[config.mk]
export PLATFORM = sky130hd
export DESIGN_NAME = pipe_fifo
export DESIGN_NICKNAME = d
export VERILOG_FILES = /design/src/rtl/offnariscv_pkg.sv /design/src/rtl/pipe_fifo.sv
export SDC_FILE = /design/constraint.sdc
export NUM_CORES = 1
export LEC_CHECK = 0
export CAP_MARGIN = 20
export CORE_UTILIZATION = 35
export DETAILED_ROUTE_END_ITERATION = 8
export GPL_ROUTABILITY_DRIVEN = 0
export GPL_TIMING_DRIVEN = 0
export PLACE_DENSITY = 0.59
export SETUP_SLACK_MARGIN = 0.02
export SLEW_MARGIN = 0
export SYNTH_ARGS = -nofsm -noshare
export SYNTH_HDL_FRONTEND = slang
export SYNTH_SLANG_ARGS = --single-unit
[constraint.sdc]
create_clock -name clk -period 5 [get_ports clk]
set_input_delay 1 -clock clk [delete_from_list [all_inputs] [get_ports clk]]
set_output_delay 1 -clock clk [all_outputs]
set_load 0.02 [all_outputs]
[src/rtl/offnariscv_pkg.sv]
// rtl/offnariscv_pkg.sv - shared pipeline constants for the inter-stage fifos
package offnariscv_pkg;

  localparam int IFID_FIFO_DEPTH = 2;
  localparam int IDRF_FIFO_DEPTH = 2;
  localparam int EXWB_FIFO_DEPTH = 2;

endpackage

[src/rtl/pipe_fifo.sv]
// rtl/pipe_fifo.sv - first-word-fall-through pipeline fifo with flush and almost-full
module pipe_fifo
  import offnariscv_pkg::*;
#(
  parameter type tdata_t   = logic [31:0],
  parameter int  DEPTH     = 2,
  parameter int  AFULL_LVL = DEPTH - 1
) (
  input  logic                       clk,
  input  logic                       rst,
  input  logic                       flush,
  input  logic                       s_tvalid,
  output logic                       s_tready,
  input  tdata_t                     s_tdata,
  output logic                       m_tvalid,
  input  logic                       m_tready,
  output tdata_t                     m_tdata,
  output logic [$clog2(DEPTH+1)-1:0] count,
  output logic                       afull
);

  localparam int PW = $clog2(DEPTH);
  localparam int CW = $clog2(DEPTH + 1);

  tdata_t          mem_q [DEPTH];
  logic [PW-1:0]   wr_ptr_q, wr_ptr_d;
  logic [PW-1:0]   rd_ptr_q, rd_ptr_d;
  logic [CW-1:0]   count_q, count_d;
  logic            push, pop;

  assign s_tready = (count_q != CW'(DEPTH));
  assign m_tvalid = (count_q != '0);
  assign m_tdata  = mem_q[rd_ptr_q];
  assign count    = count_q;
  assign afull    = (count_q >= CW'(AFULL_LVL));

  assign push = s_tvalid & s_tready;
  assign pop  = m_tvalid & m_tready;

  always_comb begin
    wr_ptr_d = wr_ptr_q;
    rd_ptr_d = rd_ptr_q;
    count_d  = count_q;
    if (flush) begin
      wr_ptr_d = '0;
      rd_ptr_d = '0;
      count_d  = '0;
    end else begin
      // Pointers are exactly log2(DEPTH) bits, so wrap is free.
      wr_ptr_d = wr_ptr_q + PW'(push);
      rd_ptr_d = rd_ptr_q + PW'(pop);
      count_d  = count_q + CW'(push) - CW'(pop);
    end
  end

  always_ff @(posedge clk) begin
    if (rst) begin
      wr_ptr_q <= '0;
      rd_ptr_q <= '0;
      count_q  <= '0;
    end else begin
      wr_ptr_q <= wr_ptr_d;
      rd_ptr_q <= rd_ptr_d;
      count_q  <= count_d;
    end
  end

  // Payload storage is deliberately left unreset.
  always_ff @(posedge clk) begin
    if (push && !rst && !flush) begin
      mem_q[wr_ptr_q] <= s_tdata;
    end
  end

`ifndef SYNTHESIS
  a_no_push_full: assert property (@(posedge clk) disable iff (rst)
    !(push && count_q == CW'(DEPTH)));
  a_no_pop_empty: assert property (@(posedge clk) disable iff (rst)
    !(pop && count_q == '0));
  a_hold_stable: assert property (@(posedge clk) disable iff (rst)
    (m_tvalid && !m_tready && !flush) |=> $stable(m_tdata));
`endif

endmodule

==> summary.md <==
| Metric | Value |
|---|---|
| Die Height | `a little under 90 um` |
| CP required | `4000 ps` |
| Routed WL | `4.700 mm` |
| CTS tree | `done` |
| Layout cells sized above 1 | `between 20 and 25%` |
| I/O pin count | `74` |
| Clock buffer count from CTS | `9` |
| DP HPWL | `3.139 mm` |
| Worst Path Buf+Inv | `3` |
| CP Capture Type | `primary output` |
| Max-Cap Viols | `0` |
| Initial antenna violation count | `0` |
| Hold Path Origin | `wr_ptr_q` |
| Yosys top cell area share | `74.85%` |
| Share of synthesized flip-flops with an asynchronous set or reset | `0%` |
| First-pass GRT wire length | `6.989 mm` |
| Delay of the slowest critical-path stage | `560 ps` |
| EDFF count, synth | `64` |
| Seq cells post-synth | `68` |
| Clock latency on the worst-skew pair | `330 ps` |
| Starting Density | `a little under two fifths` |
| WL per Instance | `about 15 um` |
| Placed Area | `~3400 um^2` |
| Syn Nets | `169` |
| CTS root buf | `clkbuf_8` |
| Setup TNS | `0 ps` |
| Relative slew margins | `about a third` |
| CTS clk-pin slew, worst paths | `60 ps` |
| Top_reg_cell synth | `edfxtp_1` |
| Area growth from synthesis to layout | `40.89%` |
| RSZ-0062 raised after global routing | `no` |
| Layout Nets | `253` |
| ANT cells | `0` |
| Post-route design area | `roughly 3600 um^2` |
| CP Cell Sequence | `buf_2 > buf_6 > mux2_2 > clkdlybuf4s50_1` |
| Crit path max fanout | `10` |
| Bufs on Longest Clock Path | `2` |
| Leakage | `1.207 nW` |
| DIE AREA | `7683 um^2` |
| Max Clock Freq | `345.5 MHz` |
| # placed instances | `300` |
| Via/cell ratio | `4.513` |
| Drt first pass iters | `4` |
| Largest net degree at the start of global routing | `33` |
| Setup Buffers After CTS | `0` |
| H-tree levels | `3` |
| Startpoint Class | `flop` |
| Slowest-stage cell, CP | `clkdlybuf4s50_1` |
| Pwr Density | `~320 nW/um^2` |
| Most common cell in the netlist | `edfxtp_1` |
| Hold WC Path Type | `flop to flop` |
| Tmin final | `2895 ps` |
| Crit path arrival time | `1890 ps` |
| Number of global-route vias before repair | `1483` |
| Iter 0 DRT Violations | `61` |
| Synth Warn # | `0` |
| CTS resizes | `0` |
| Final Max Slew Viols | `0` |
| Sequential fraction of the synthesis area | `77.97%` |
| Final hold vios | `0` |
| Dominant cells by area after synthesis | `edfxtp_1 (75%), mux2_2 (13%), dfxtp_1 (3.1%), buf_6 (1.3%), mux2_1 (1.3%)` |
| Status | `complete, no violations` |
| Post-CTS Hold Fix Bufs | `0` |
| Yosys top cell by area | `edfxtp_1` |
| Slew @ Worst Pin | `973.6 ps` |
| Avg Cell Area, Syn | `between 15 and 20 um^2` |
| Clk sinks | `68` |
| Post-route ant nets | `0` |
| Critical Path Start | `rd_ptr_q` |
| Core area | `6944 um^2` |
| Max VDD drop | `0.0001615 V` |
| Cells after Synth | `131` |
| Mapped Area | `2567 um^2` |
| Setup Viol. Count Final | `0` |
| Top cells by count, synth | `edfxtp_1 (64), mux2_2 (29), nor2_1 (5)` |
| Post-route DRC | `0` |
| Yosys cell types | `27` |
| Clock skew | `between 5 and 6 ps` |
| Via count | `~1400` |
| CP top delay family | `buffers and inverters` |
| Hold slack final | `748.5 ps` |
| Crit path kind | `flop to primary output` |
| Die Width | `87.65 um` |
| FP Rows | `30` |
| Final period utilization | `57.89%` |
| Total global-route track usage | `12.73%` |
| Reg2reg start | `count[0]` |
| Port-buffer cells | `73` |
| Grt ovf | `0` |
| Non-Filler Instances | `316` |
layout make-up:
type / instances / area [um^2]
repair buffers: 73 / 730.7
multi-input cells: 57 / 530.5
fillers: 576 / 3327
inverters: 1 / 3.754
clock buffers: 11 / 131.4
well taps: 96 / 120.1
plain buffers: 5 / 46.29
flip-flops and latches: 68 / 2002
clock inverters: 5 / 52.55
flip-flops by register name, summed over array words and instances, names as in the netlist:
register,cells
count,2
mem_q,64
rd_ptr_q,1
wr_ptr_q,1
cell usage in the layout (no fill, tap or decap), types with 2 or more instances in the layout:
cell type         n
clkdlybuf4s50_1  73
edfxtp_1         64
mux2_2           29
clkbuf_8          9
dfxtp_1           4
buf_6             3
mux2_1            3
nor2_1            3
clkinv_2          3
nand3_1           2
o21ai_0           2
nor2_4            2
clkbuf_1          2
cells by family (layout without fill, tap and decap cells):
group                    count (synthesis)  count (layout)  share of synthesized area [%]
flip-flops                              68              68                          77.97
multiplexers                            33              33                          14.42
AND/OR/NAND/NOR                         15              15                          2.925
AO/OA/AOI/OAI                            7               7                          1.901
buffers and inverters                    6              95                          1.949
adder cells (fa/ha/maj)                  1               1                         0.4873
XOR/XNOR                                 1               1                         0.3412
routing by layer:
| metal | GRT usage (%) | part of all wire (%) | up-vias |
|---|---|---|---|
| li1 | - | - | 676 |
| met1 | 13.99 | 40 | 681 |
| met2 | 21.66 | 52 | 60 |
| met3 | 3.959 | 5.7 | 9 |
| met4 | 7.750 | 2.3 | 0 |
| met5 | 0 | 0 | - |
worst reg2reg max path, stage by stage (launching register included):
cell      delay, ps
dfxtp_1         500
nand2b_1        220
nand3_1         210
nor2_4          800
stage by stage:
step | utilization, % | setup WS (ps) | power (W)
global route | 52.09 | 2014 | 0.001202
floorplan | - | 1921 | 0.0006898
finish | 52.09 | 2105 | 0.001159
global placement | 49.23 | 692.0 | 0.0007470
detailed placement | 49.44 | 1829 | 0.0007513
CTS | 52.09 | 2064 | 0.001172
power breakdown:
| part | total, W | internal, W | switching (W) |
|---|---|---|---|
| clock network | 0.000421 | 0.000228 | 0.000193 |
| logic | 0.0000996 | 0.0000573 | 0.0000423 |
| registers | 0.000638 | 0.000635 | 0.00000393 |
| total | 0.00116 | 0.000920 | 0.000239 |
final timing paths:
kind                   to  slack (ps)  cells after the start
max            m_tdata[2]        2110                      4
min              wr_ptr_q         750                      3
max reg2reg  mem_q[1][24]        2900                      3
min reg2reg      wr_ptr_q         750                      3
Note: power is estimated with default switching activity, not from simulation.
